`config.mk`:
```
export PLATFORM = sky130hd
export DESIGN_NAME = mem_access_unit
export DESIGN_NICKNAME = d
export VERILOG_FILES = /design/src/rtl/cpu_mem_pkg.sv /design/src/rtl/mem_lane_align.sv /design/src/rtl/mem_access_unit.sv
export SDC_FILE = /design/constraint.sdc
export NUM_CORES = 1
export LEC_CHECK = 0
export BUFFER_PORTS_ARGS = -buffer_cell sky130_fd_sc_hd__buf_2
export CAP_MARGIN = 20
export CELL_PAD_IN_SITES_DETAIL_PLACEMENT = 1
export CELL_PAD_IN_SITES_GLOBAL_PLACEMENT = 1
export CORE_UTILIZATION = 41
export DETAILED_ROUTE_END_ITERATION = 16
export GPL_TIMING_DRIVEN = 1
export HOLD_SLACK_MARGIN = 0.06
export PLACE_DENSITY = 0.85
export SYNTH_ARGS = -nofsm -noshare
export SYNTH_HDL_FRONTEND = slang
export SYNTH_HIERARCHICAL = 1
export SYNTH_SLANG_ARGS = --single-unit
```
`constraint.sdc`:
```
create_clock -name CLOCK_50 -period 4.2 [get_ports CLOCK_50]
set_input_delay 0.63 -clock CLOCK_50 [delete_from_list [all_inputs] [get_ports CLOCK_50]]
set_output_delay 0.63 -clock CLOCK_50 [all_outputs]
set_load 0.02 [all_outputs]
```
`src/rtl/cpu_mem_pkg.sv`:
```
`default_nettype none
// ============================================================================
//  Module   : cpu_mem_pkg
//  Purpose  : Shared definitions for the CPU memory access unit: access size
//             codes, FSM state type and lane/alignment helper functions.
//  Ports    : none (package)
//  Revision : 1.0 - initial release
// ============================================================================
package cpu_mem_pkg;

    // Access size codes as presented on the size input.
    localparam logic [1:0] SZ_BYTE    = 2'b00;
    localparam logic [1:0] SZ_HALF    = 2'b01;
    localparam logic [1:0] SZ_WORD    = 2'b10;
    localparam logic [1:0] SZ_ILLEGAL = 2'b11;

    typedef enum logic [1:0] {
        ST_IDLE  = 2'd0,
        ST_ISSUE = 2'd1,
        ST_WAIT  = 2'd2,
        ST_DONE  = 2'd3
    } mau_state_t;

    // Byte lanes touched by an access of the given size at the given
    // byte offset within the word. Illegal size touches nothing.
    function automatic logic [3:0] lane_mask(input logic [1:0] size,
                                             input logic [1:0] addr_lo);
        logic [3:0] mask;
        mask = 4'b0000;
        case (size)
            SZ_BYTE: mask = 4'b0001 << addr_lo;
            SZ_HALF: mask = addr_lo[1] ? 4'b1100 : 4'b0011;
            SZ_WORD: mask = 4'b1111;
            default: mask = 4'b0000;
        endcase
        return mask;
    endfunction

    // A request is rejected without touching memory when it is not
    // naturally aligned or uses the reserved size code.
    function automatic logic is_misaligned(input logic [1:0] size,
                                           input logic [1:0] addr_lo);
        logic bad;
        bad = 1'b0;
        case (size)
            SZ_BYTE: bad = 1'b0;
            SZ_HALF: bad = addr_lo[0];
            SZ_WORD: bad = (addr_lo != 2'b00);
            default: bad = 1'b1;
        endcase
        return bad;
    endfunction

endpackage
`default_nettype wire

```
`src/rtl/mem_lane_align.sv`:
```
`default_nettype none
// ============================================================================
//  Module   : mem_lane_align
//  Purpose  : Combinational byte-lane steering. Replicates store data across
//             the lanes of the addressed word, produces the lane write mask,
//             and extracts/extends the addressed lane(s) of a loaded word.
//  Ports    : i_size, i_addr_lo, i_sign_ext  - captured access attributes
//             i_store_data / o_write_data    - store data in / replicated out
//             o_byte_mask                    - lanes written by the access
//             i_load_word / o_load_data      - raw memory word / extended result
//  Revision : 1.0 - initial release
// ============================================================================
module mem_lane_align
    import cpu_mem_pkg::*;
(
    input  logic [1:0]  i_size,
    input  logic [1:0]  i_addr_lo,
    input  logic        i_sign_ext,
    input  logic [31:0] i_store_data,
    input  logic [31:0] i_load_word,
    output logic [31:0] o_write_data,
    output logic [3:0]  o_byte_mask,
    output logic [31:0] o_load_data
);

    logic [7:0]  w_load_byte;
    logic [15:0] w_load_half;

    always_comb begin
        o_byte_mask  = lane_mask(i_size, i_addr_lo);
        o_write_data = i_store_data;
        o_load_data  = i_load_word;
        w_load_byte  = i_load_word[7:0];
        w_load_half  = i_addr_lo[1] ? i_load_word[31:16] : i_load_word[15:0];

        case (i_addr_lo)
            2'd0:    w_load_byte = i_load_word[7:0];
            2'd1:    w_load_byte = i_load_word[15:8];
            2'd2:    w_load_byte = i_load_word[23:16];
            default: w_load_byte = i_load_word[31:24];
        endcase

        // Word accesses (and the never-issued illegal size) pass straight through.
        case (i_size)
            SZ_BYTE: begin
                o_write_data = {4{i_store_data[7:0]}};
                o_load_data  = {{24{i_sign_ext & w_load_byte[7]}}, w_load_byte};
            end
            SZ_HALF: begin
                o_write_data = {2{i_store_data[15:0]}};
                o_load_data  = {{16{i_sign_ext & w_load_half[15]}}, w_load_half};
            end
            default: begin
                o_write_data = i_store_data;
                o_load_data  = i_load_word;
            end
        endcase
    end

endmodule
`default_nettype wire

```
`src/rtl/mem_access_unit.sv`:
```
`default_nettype none
// ============================================================================
//  Module   : mem_access_unit
//  Purpose  : Turns a level-held load/store request from the CPU control FSM
//             into a timed single-port memory transaction with WAIT_STATES
//             wait cycles, answering with a four-phase acknowledge, extended
//             load data and a misalignment error flag.
//  Ports    : CLOCK_50, resetIn (async, active-low)
//             enable, isLoad, size, signExt, ADDout, RD   - request side
//             loadData, acknowledge, error                - response side
//             address, dataWrite, byteEnable, writeEnable - memory side
//             readData                                    - memory read data
//  Revision : 1.0 - initial release
// ============================================================================
module mem_access_unit
    import cpu_mem_pkg::*;
#(
    parameter int ADDR_W      = 11,
    parameter int WAIT_STATES = 2,
    parameter int DATA_W      = 32
) (
    input  logic              CLOCK_50,
    input  logic              resetIn,
    input  logic              enable,
    input  logic              isLoad,
    input  logic [1:0]        size,
    input  logic              signExt,
    input  logic [DATA_W-1:0] ADDout,
    input  logic [DATA_W-1:0] RD,
    output logic [DATA_W-1:0] loadData,
    output logic              acknowledge,
    output logic              error,
    output logic [ADDR_W-1:0] address,
    output logic [DATA_W-1:0] dataWrite,
    output logic [3:0]        byteEnable,
    output logic              writeEnable,
    input  logic [DATA_W-1:0] readData
);

    // Elaboration-time parameter guards.
    generate
        if (DATA_W != 32) begin : g_bad_data_w
            $error("mem_access_unit: DATA_W must be 32");
        end
        if (WAIT_STATES < 1 || WAIT_STATES > 15) begin : g_bad_wait_states
            $error("mem_access_unit: WAIT_STATES must be in 1..15");
        end
        if (ADDR_W < 1 || ADDR_W + 2 > DATA_W) begin : g_bad_addr_w
            $error("mem_access_unit: ADDR_W out of range");
        end
        // Byte-address bits above the memory's reach are deliberately ignored.
        if (ADDR_W + 2 < DATA_W) begin : g_addr_hi_unused
            logic w_unused_addr_hi;
            assign w_unused_addr_hi = ^ADDout[DATA_W-1:ADDR_W+2];
        end
    endgenerate

    localparam logic [3:0] c_WAIT_LOAD = 4'(WAIT_STATES - 1);

    mau_state_t        r_state;
    mau_state_t        w_next_state;
    logic [3:0]        r_wait_cnt;
    logic              r_is_load;
    logic [1:0]        r_size;
    logic              r_sign_ext;
    logic [ADDR_W+1:0] r_addr;
    logic [31:0]       r_wdata;
    logic [31:0]       r_load_data;
    logic              r_error;

    logic              w_req_misaligned;
    logic [31:0]       w_write_data;
    logic [3:0]        w_lane_mask;
    logic [31:0]       w_load_ext;

    assign w_req_misaligned = is_misaligned(size, ADDout[1:0]);

    // Lane steering always works from the captured request so that the
    // memory side stays stable while the requester's inputs wander.
    mem_lane_align u_lane_align (
        .i_size       (r_size),
        .i_addr_lo    (r_addr[1:0]),
        .i_sign_ext   (r_sign_ext),
        .i_store_data (r_wdata),
        .i_load_word  (readData),
        .o_write_data (w_write_data),
        .o_byte_mask  (w_lane_mask),
        .o_load_data  (w_load_ext)
    );

    always_ff @(posedge CLOCK_50 or negedge resetIn) begin
        if (!resetIn) begin
            r_state     <= ST_IDLE;
            r_wait_cnt  <= 4'd0;
            r_is_load   <= 1'b0;
            r_size      <= SZ_BYTE;
            r_sign_ext  <= 1'b0;
            r_addr      <= '0;
            r_wdata     <= 32'd0;
            r_load_data <= 32'd0;
            r_error     <= 1'b0;
        end else begin
            r_state <= w_next_state;
            case (r_state)
                ST_IDLE: begin
                    if (enable) begin
                        r_is_load  <= isLoad;
                        r_size     <= size;
                        r_sign_ext <= signExt;
                        r_addr     <= ADDout[ADDR_W+1:0];
                        r_wdata    <= RD;
                        r_error    <= w_req_misaligned;
                    end
                end
                ST_ISSUE: r_wait_cnt <= c_WAIT_LOAD;
                ST_WAIT: begin
                    if (r_wait_cnt != 4'd0) begin
                        r_wait_cnt <= r_wait_cnt - 4'd1;
                    end else if (r_is_load) begin
                        // readData is valid on the last WAIT cycle.
                        r_load_data <= w_load_ext;
                    end
                end
                ST_DONE: begin
                    if (!enable) begin
                        r_error <= 1'b0;
                    end
                end
                default: ;
            endcase
        end
    end

    always_comb begin
        w_next_state = r_state;
        acknowledge  = 1'b0;
        error        = 1'b0;
        writeEnable  = 1'b0;
        byteEnable   = 4'b0000;
        address      = r_addr[ADDR_W+1:2];
        dataWrite    = w_write_data;
        loadData     = r_load_data;

        case (r_state)
            ST_IDLE: begin
                if (enable) begin
                    w_next_state = w_req_misaligned ? ST_DONE : ST_ISSUE;
                end
            end
            ST_ISSUE: begin
                byteEnable   = w_lane_mask;
                writeEnable  = ~r_is_load;
                w_next_state = ST_WAIT;
            end
            ST_WAIT: begin
                if (r_wait_cnt == 4'd0) begin
                    w_next_state = ST_DONE;
                end
            end
            ST_DONE: begin
                acknowledge = 1'b1;
                error       = r_error;
                // Four-phase: only a low enable releases DONE.
                if (!enable) begin
                    w_next_state = ST_IDLE;
                end
            end
            default: w_next_state = ST_IDLE;
        endcase
    end

endmodule
`default_nettype wire

```
==> results_dict.tcl, run 1 <==
set metrics [dict create \
    status "finished, final reports clean" \
    cts_sinks 88 \
    cts_max_level 3 \
    synth_common_cells "dfrtp_1 (88), mux2_2 (61), nand2_1 (58)" \
    multi_input_area_sq_mm 0.00249 \
    r2r_setup_slack_ps 1720 \
    regArea_sq_mm 0.00220 \
    fin_setup_tns_ps 0 \
    clk_pin_slew_ps 70 \
    timing.rr.start "r_size[0]" \
    synth_top_area_share_pct 43.2 \
    end_kind "primary output" \
    hold_violations 0 \
    die-width_microns 114 \
    ctsHoldBuffers 0 \
    async_flop_share_pct 100 \
    ff2ff_path_depth 4 \
    grt_antenna_before_repair 0 \
    post-route-drc-count 0 \
    slowest_delay_ps 840 \
    timing.final.crit_share_pct 69.2 \
    clock_skew_ps 8.31 \
    setup_ws_ps 1290 \
    ios 185 \
    fin_crit_ps 2910 \
    detailedPlace.worstSlack_ps 1660 \
    r2r_end "loadData[4]" \
    path_buf_inv 2 \
    grt_max_degree 63 \
    synth_edf_count 0 \
    rows 40 \
    fin_util_pct 50.7 \
    synth_ff_type "dfrtp_1" \
    layout.nets 677 \
    ys_seq_area_share_pct 43.2 \
    synth_area_per_cell_sq_um 11.8 \
    chipHeight_microns 114 \
    crit_chain "buf_4 -> nor2_1 -> nor2_1 -> nor2_1 -> a21oi_1 -> and2_1 -> buf_2" \
    drv_slew 0 \
    synth_area_leaders "dfrtp_1 (43%), mux2_2 (13%), mux2_4 (9.1%)" \
    crit_fanout 19 \
    synth_top_cell_by_area "dfrtp_1" \
    diodes 0 \
    critPathMostFrequentCell "nor2_1" \
    crit_family "flip-flops" \
    cts_made_buffers 9 \
    vias_per_cell 5.38 \
    grt_use_total_pct 23.3 \
    firstDrtPassIters 4 \
    clockRootBuffer "clkbuf_16" \
    num_vias 3984 \
    hold_class "in2async" \
    io_buffers 165 \
    hpwl_microns 10200 \
    p_leak_nw 3.12 \
    power_density_mw_per_mm2 897 \
    ys_ff_latch 88 \
    cp_data_arrival_time_ps 2280 \
    drive_gt1_share_pct 49.8 \
    required_ps 3570 \
    slowest_stage "dfrtp_1" \
    crit_path_start_kind "register" \
    syn_nets 544 \
    die_area_sq_mm 0.0129 \
    postRouteWirelength_microns 14300 \
    path_class "reg2out" \
    post_cts_buffers 0 \
    tightest_slew_ps 954 \
    grt_pass1_vias 4313 \
    cts_buffer_depth 2 \
    grt_pass1_wl_microns 22900 \
    ant_nets 0 \
    rsz0062_at_grt "false" \
    start_util_pct 42.3 \
    ir_drop_v 0.000390 \
    yosysUniqueCellTypes 40 \
    synth_cells 434 \
    insertion_delay_ps 350 \
    yosysWarnings 6 \
    post_drt_wl_per_cell_microns 19.3 \
    overflow 0 \
    core_area_sq_mm 0.0121 \
    cts_resized 0 \
    finalSetupViolCount 0 \
    drv_cap 0 \
    fill_cells 1374 \
    place_congestion 0.888 \
    synth_area_sq_mm 0.00510 \
    slew_headroom_pct 36.4 \
    fmax_mhz 344 \
    synth_most_common_cell "dfrtp_1" \
    cts_tree "yes" \
    area_delta_synth_final_pct 20.0 \
    drtIter0Drc 215 \
]
-- metrics by stage --
stage / cell area [sq um] / power [mW] / cells / hold WS, ps
after detailed placement: 5810 / 4.65 / 724 / 488
after CTS: 6120 / 5.53 / 740 / 410
final: 6120 / 5.49 / 740 / 375
after global routing: 6120 / 5.82 / 740 / 448
after floorplan: 5100 / 3.91 / 434 / 334
after global placement: 5810 / 4.49 / 724 / 461
-- layout by cell type, fill, tap and decap left out, drive strengths merged --
cell | netlist | routed
nand2 | 58 | 58
a31oi | 1 | 1
inv | 13 | 13
o21ai | 11 | 11
o32a | 1 | 1
nand3 | 2 | 2
clkbuf | 4 | 12
or2 | 2 | 2
clkinv | 0 | 3
o21a | 1 | 1
bufinv | 0 | 1
a211oi | 1 | 1
and4b | 1 | 1
mux2 | 92 | 92
or3b | 1 | 1
mux4 | 7 | 7
o211ai | 2 | 2
and2 | 5 | 5
a21o | 1 | 1
mux2i | 14 | 14
buf | 43 | 169
nor3 | 2 | 2
ha | 7 | 7
nor2 | 22 | 22
a22o | 8 | 8
or3 | 1 | 1
a311oi | 7 | 7
a21oi | 25 | 25
nand2b | 3 | 3
a221o | 8 | 8
nor2b | 3 | 3
dfrtp | 88 | 88
-- layout make-up --
cell class	count	area share, %
well taps	168	3.44
flip-flops and latches	88	36.0
multi-input cells	286	40.7
inverters	13	0.798
clock buffers	12	4.19
clock inverters	4	0.859
repair buffers	169	14.0
-- cells by family after synthesis --
| family | after synthesis | synth area share [%] |
|---|---|---|
| mux | 113 | 29.0 |
| buf+inv | 60 | 8.07 |
| compound gates | 66 | 9.03 |
| simple gates | 100 | 9.05 |
| fa+ha+maj | 7 | 1.72 |
| flops | 88 | 43.2 |
-- where the power goes --
part / internal, mW / leakage [nW] / switching [mW]
registers: 1.27 / 1.08 / 0.426
logic: 1.31 / 1.89 / 1.65
clock network: 0.495 / 0.153 / 0.339
-- worst max-delay path by stage --
stage	endpoint	from	cells after the start	slack [ps]
6_report	byteEnable[1]	r_size[0]	7	1290
5_1_grt	byteEnable[1]	r_size[0]	7	1160
4_1_cts	byteEnable[1]	r_size[0]	7	1270
3_5_place_dp	byteEnable[1]	r_size[0]	7	1660
3_3_place_gp	byteEnable[2]	r_size[0]	6	1720
2_1_floorplan	dataWrite[24]	r_size[0]	4	2220
-- sequential cells by signal, summed over array words and instances, names as in the netlist --
register	cells
loadData	32
r_addr	13
r_error	1
r_is_load	1
r_sign_ext	1
r_size	2
r_state	2
r_wait_cnt	4
r_wdata	32
-- layer usage --
metal | wire length [microns] | up-vias | share of wire, % | track usage, %
met3 | 809 | 34 | 5.7 | 5.15
met2 | 7360 | 162 | 51 | 40.5
li1 | - | 1786 | - | -
met4 | 493 | 0 | 3.5 | 11.1
met5 | 0 | - | 0 | 0
met1 | 5630 | 2002 | 39 | 27.3
Note: power is estimated with default switching activity, not from simulation.
==> run 2, diff against run 1 <==
--- a/config.mk
+++ b/config.mk
@@ -9,11 +9,11 @@
 export CAP_MARGIN = 20
 export CELL_PAD_IN_SITES_DETAIL_PLACEMENT = 1
 export CELL_PAD_IN_SITES_GLOBAL_PLACEMENT = 1
-export CORE_UTILIZATION = 41
+export CORE_UTILIZATION = 35
 export DETAILED_ROUTE_END_ITERATION = 16
 export GPL_TIMING_DRIVEN = 1
 export HOLD_SLACK_MARGIN = 0.06
-export PLACE_DENSITY = 0.85
+export PLACE_DENSITY = 0.77
 export SYNTH_ARGS = -nofsm -noshare
 export SYNTH_HDL_FRONTEND = slang
 export SYNTH_HIERARCHICAL = 1
==> constraint.sdc (replaced) <==
create_clock -name CLOCK_50 -period 2.6 [get_ports CLOCK_50]
set_input_delay 0.39 -clock CLOCK_50 [delete_from_list [all_inputs] [get_ports CLOCK_50]]
set_output_delay 0.39 -clock CLOCK_50 [all_outputs]
set_load 0.02 [all_outputs]
==> run 2 against run 1 <==
  * Non-clock buffer count grew 5
  * Sequential share of layout area is 0.34 points lower
  * Die area is 17% higher
  * Sequential cell count unchanged
  * Global-route usage decreased by 4.2 points
  * Combinational power rose by 64%
  * Clock power up 53%
  * Cell area rose by 0.96%
  * Utilization fell by 6.7 points
==> results_dict.tcl, run 2 (synthesis gave the netlist of run 1 again) <==
set metrics [dict create \
    cts_max_level 3 \
    cts_made_buffers 9 \
    cts_buffer_depth 2 \
    status "finished, final reports clean" \
    grt_max_degree 46 \
    insertion_delay_ps 340 \
    fmax_mhz 436 \
    rows 43 \
    core_area_sq_mm 0.0140 \
    crit_fanout 24 \
    overflow 0 \
    die_area_sq_mm 0.0151 \
    num_vias 3888 \
    post_cts_buffers 0 \
    clk_pin_slew_ps 60 \
    cp_data_arrival_time_ps 1900 \
    hold_class "in2async" \
    fin_setup_tns_ps 0 \
    tightest_slew_ps 707 \
    slowest_stage "dfrtp_2" \
    vias_per_cell 5.14 \
    slew_headroom_pct 52.7 \
    post_drt_wl_per_cell_microns 18.4 \
    place_congestion 0.848 \
    finalSetupViolCount 0 \
    grt_use_total_pct 19.1 \
    chipHeight_microns 123 \
    postRouteWirelength_microns 13900 \
    placedInstanceArea_sq_mm 0.00589 \
    grt_pass1_wl_microns 21900 \
    timing.hold.ws_ps 45.9 \
    path_buf_inv 2 \
    clockRootBuffer "clkbuf_16" \
    crit_path_start_kind "register" \
    required_ps 2210 \
    mostFrequentLayoutCells "buf_2 (164), dfrtp_1 (87), mux2_2 (61)" \
    hold_violations 0 \
    end_kind "primary output" \
    cts_resized 0 \
    layout.nets 682 \
    area_delta_synth_final_pct 21.1 \
    ctsHoldBuffers 0 \
    hpwl_microns 10500 \
    p_leak_nw 3.13 \
    fin_crit_ps 2290 \
    path_class "reg2out" \
    timing.final.crit_share_pct 88.2 \
    drv_slew 0 \
    power_density_mw_per_mm2 1420 \
    ios 185 \
    cts_sinks 88 \
    grt_pass1_vias 4191 \
    crit_family "flip-flops" \
    final_area_sq_mm 0.00618 \
    die-width_microns 123 \
    io_buffers 165 \
    drive_gt1_share_pct 50.2 \
    drtIter0Drc 147 \
    ir_drop_v 0.000574 \
    slowest_delay_ps 670 \
    drv_cap 0 \
    layout_commonest_cell "buf_2" \
    clock_skew_ps 6.49 \
    ant_nets 0 \
    firstDrtPassIters 4 \
    cts_tree "yes" \
    rsz0062_at_grt "false" \
    grt_antenna_before_repair 4 \
    crit_chain "buf_4 -> mux2_2 -> buf_2" \
    post-route-drc-count 0 \
    fill_cells 1579 \
    start_util_pct 36.3 \
]
==> run 2: cell types whose count changed in the layout (fill, tap and decap cells not counted), sizes merged <==
cell,previous run,this run
buf,169,174
clkbuf,12,10
clkinvlp,0,2
clkinv,3,2
diode,0,1
==> run 2: worst paths after layout <==
path                               start  slack [ps]  cells past startpoint            end
max reg2reg                    r_addr[0]         450                      5   loadData[15]
max                            r_size[1]         310                      3  dataWrite[22]
min                              resetIn          50                      1      r_addr[5]
min in group CLOCK_50          ADDout[3]         270                      2      r_addr[3]
min reg2reg                r_wait_cnt[3]         490                      1  r_wait_cnt[3]
max in group asynchronous        resetIn        1850                      2    r_wdata[19]
==> run 2: worst register-to-register path, delay by kind of cell (launching register included) <==
family | cells | cell delay [ps]
DFF | 1 | 670
and+or+nand+nor | 1 | 500
AOI/OAI and AO/OA | 2 | 320
muxes | 2 | 540
==> run 2: metal layers <==
metal / global-route usage, % / vias to the layer above / share of wire [%]
met5: 0 / - / 0.24
met4: 7.32 / 6 / 2.0
met3: 4.79 / 26 / 6.4
met2: 33.7 / 121 / 51
met1: 22.1 / 1943 / 40
li1: - / 1792 / -
==> run 2: final cells by class <==
type                    instances  area [sq um]  share of cell area (%)
well taps                     180           225                    3.65
inverters                      13          48.8                   0.790
clock buffers                  10           229                    3.71
multi-input cells             286          2490                    40.3
flip-flops and latches         88          2200                    35.7
diodes                          1          2.50                  0.0405
clock inverters                 5          58.8                   0.952
repair buffers                174           921                    14.9
==> run 2: per-stage QoR <==
| stage | util (%) | setup slack [ps] | power (mW) | cells |
|---|---|---|---|---|
| 4_1_cts | 44.0 | 253 | 8.89 | 756 |
| 5_1_grt | 44.0 | 197 | 9.35 | 756 |
| 2_1_floorplan | - | 835 | 6.31 | 434 |
| 3_3_place_gp | 41.9 | 545 | 7.33 | 741 |
| 3_5_place_dp | 41.9 | 465 | 7.56 | 741 |
| 6_report | 44.0 | 306 | 8.78 | 757 |
==> run 2: where the power goes <==
| part | total, mW | internal, mW | switching (mW) |
|---|---|---|---|
| clock | 1.28 | 0.740 | 0.542 |
| sequential | 2.64 | 2.05 | 0.586 |
| combinational | 4.86 | 2.15 | 2.71 |
==> run 3, diff against run 2 <==
==> constraint.sdc (replaced) <==
create_clock -name CLOCK_50 -period 2.6 [get_ports CLOCK_50]
set_input_delay 0.52 -clock CLOCK_50 [delete_from_list [all_inputs] [get_ports CLOCK_50]]
set_output_delay 0.52 -clock CLOCK_50 [all_outputs]
set_load 0.02 [all_outputs]
==> run 3 against run 2 <==
  * Critical path depth is 1 higher
  * Global-route usage up 0.58 points
  * Worst hold slack improved by 52 ps
  * Largest power group unchanged
  * Largest cell class unchanged
  * Sequential share of layout area decreased by 0.22 points
  * Total power up 1.1%
  * Non-clock buffer count rose by 2
  * Setup slack worse by 100 ps
  * Maximum frequency decreased by 4.2%
  * Sequential power is essentially flat
  * Die area did not move
  * First-iteration DRC count increased by 18%
  * Register-to-register slack worse by 110 ps
==> results_dict.tcl, run 3 (synthesis gave the netlist of run 1 again) <==
set metrics [dict create \
    rows 43 \
    cts_tree "yes" \
    status "finished, final reports clean" \
    cts_max_level 3 \
    detailedPlace.worstSlack_ps 386 \
    ant_nets 0 \
    postRouteWirelength_microns 14500 \
    end_kind "primary output" \
    fmax_mhz 418 \
    die_area_sq_mm 0.0151 \
    final_area_sq_mm 0.00621 \
    grt_max_degree 48 \
    num_vias 3933 \
    ctsHoldBuffers 0 \
    fill_cells 1572 \
    clock_skew_ps 10.1 \
    crit_fanout 15 \
    area_delta_synth_final_pct 21.9 \
    layout_commonest_cell "buf_2" \
    finalSetupViolCount 0 \
    grt_antenna_before_repair 3 \
    grt_pass1_wl_microns 22300 \
    post-route-drc-count 0 \
    fin_crit_ps 2390 \
    grt_pass1_vias 4236 \
    power_density_mw_per_mm2 1430 \
    place_congestion 0.844 \
    clk_pin_slew_ps 70 \
    cts_made_buffers 9 \
    io_buffers 165 \
    overflow 0 \
    drv_slew 0 \
    drv_cap 0 \
    hold_class "in2async" \
    cts_sinks 88 \
    drive_gt1_share_pct 50.4 \
    tightest_slew_ps 641 \
    rsz0062_at_grt "false" \
    fin_util_pct 44.3 \
    fin_setup_tns_ps 0 \
    cts_resized 0 \
    ir_drop_v 0.000660 \
    post_cts_buffers 0 \
    timing.hold.ws_ps 97.4 \
    cp_data_arrival_time_ps 1870 \
    insertion_delay_ps 350 \
    placedInstanceArea_sq_mm 0.00591 \
    clockRootBuffer "clkbuf_16" \
    p_leak_nw 3.16 \
    clkPwrFrac_pct 15.0 \
    p_int_mw 4.97 \
    p_sw_mw 3.90 \
    pwr-share-comb_pct 55.3 \
    cts_buffer_depth 2 \
    core_area_sq_mm 0.0140 \
    hold_violations 0 \
    path_class "reg2out" \
    grt_use_total_pct 19.7 \
    swShare_pct 44.0 \
    crit_path_start_kind "register" \
    drtIter0Drc 174 \
    chipHeight_microns 123 \
    ios 185 \
    mostFrequentLayoutCells "buf_2 (164), dfrtp_1 (87), mux2_2 (61)" \
    power_frac_seq_pct 29.7 \
    required_ps 2080 \
    layout.nets 684 \
    slew_headroom_pct 57.2 \
    vias_per_cell 5.18 \
    timing.final.crit_share_pct 92.1 \
    die-width_microns 123 \
    setup_ws_ps 205 \
    hpwl_microns 10700 \
    start_util_pct 36.3 \
    post_drt_wl_per_cell_microns 19.0 \
    firstDrtPassIters 4 \
]
==> run 3: changes by cell type in the layout (fill, tap and decap cells not counted) <==
cell        previous run  this run
clkinvlp_4             2         1
buf_4                  8         9
inv_6                  0         1
buf_12                 2         3
clkinv_4               1         2
==> run 3: worst max-delay path, stage by stage, from the launching register on <==
cell     delay [ps]
dfrtp_1         720
or2_2           470
nand2_1         100
nand2_1          90
buf_2           160
==> run 3: power groups by stage <==
stage | registers (mW) | logic (mW) | clock network, mW
2_1_floorplan | 2.70 | 3.61 | 0
3_3_place_gp | 2.60 | 4.77 | 0
3_5_place_dp | 2.66 | 4.94 | 0
4_1_cts | 2.64 | 4.96 | 1.37
5_1_grt | 2.73 | 5.29 | 1.42
6_report | 2.63 | 4.91 | 1.33
==> run 3: worst paths after layout <==
check,startpoint,end,slack [ps],depth (start not counted)
setup / recovery,r_size[0],dataWrite[10],210,4
hold / removal,resetIn,r_addr[5],100,1
setup reg to reg,r_addr[0],loadData[15],340,5
hold reg to reg,r_wait_cnt[3],r_wait_cnt[3],500,1
max in group asynchronous,resetIn,r_is_load,1820,2
min in group CLOCK_50,ADDout[5],r_addr[5],400,2
==> run 3: per-layer routing <==
layer  track usage, %  up-vias  wire, microns
met5                0        -             23
met4             6.40        4            201
met3             4.88       21            839
met2             34.4      136           7310
met1             23.5     1971           6080
li1                 -     1801              -
==> run 3: cell type report <==
type	count	area (sq um)	share of cell area (%)
inverters	13	48.8	0.785
multi-input cells	286	2490	40.0
repair buffers	176	948	15.3
flip-flops and latches	88	2200	35.5
clock buffers	10	229	3.68
diodes	1	2.50	0.0403
well taps	180	225	3.62
clock inverters	6	68.8	1.11
==> run 3: metrics by stage <==
stage	cells	power, mW
floorplan	434	6.31
global placement	743	7.37
detailed placement	743	7.60
CTS	759	8.97
global route	759	9.44
finish	760	8.88
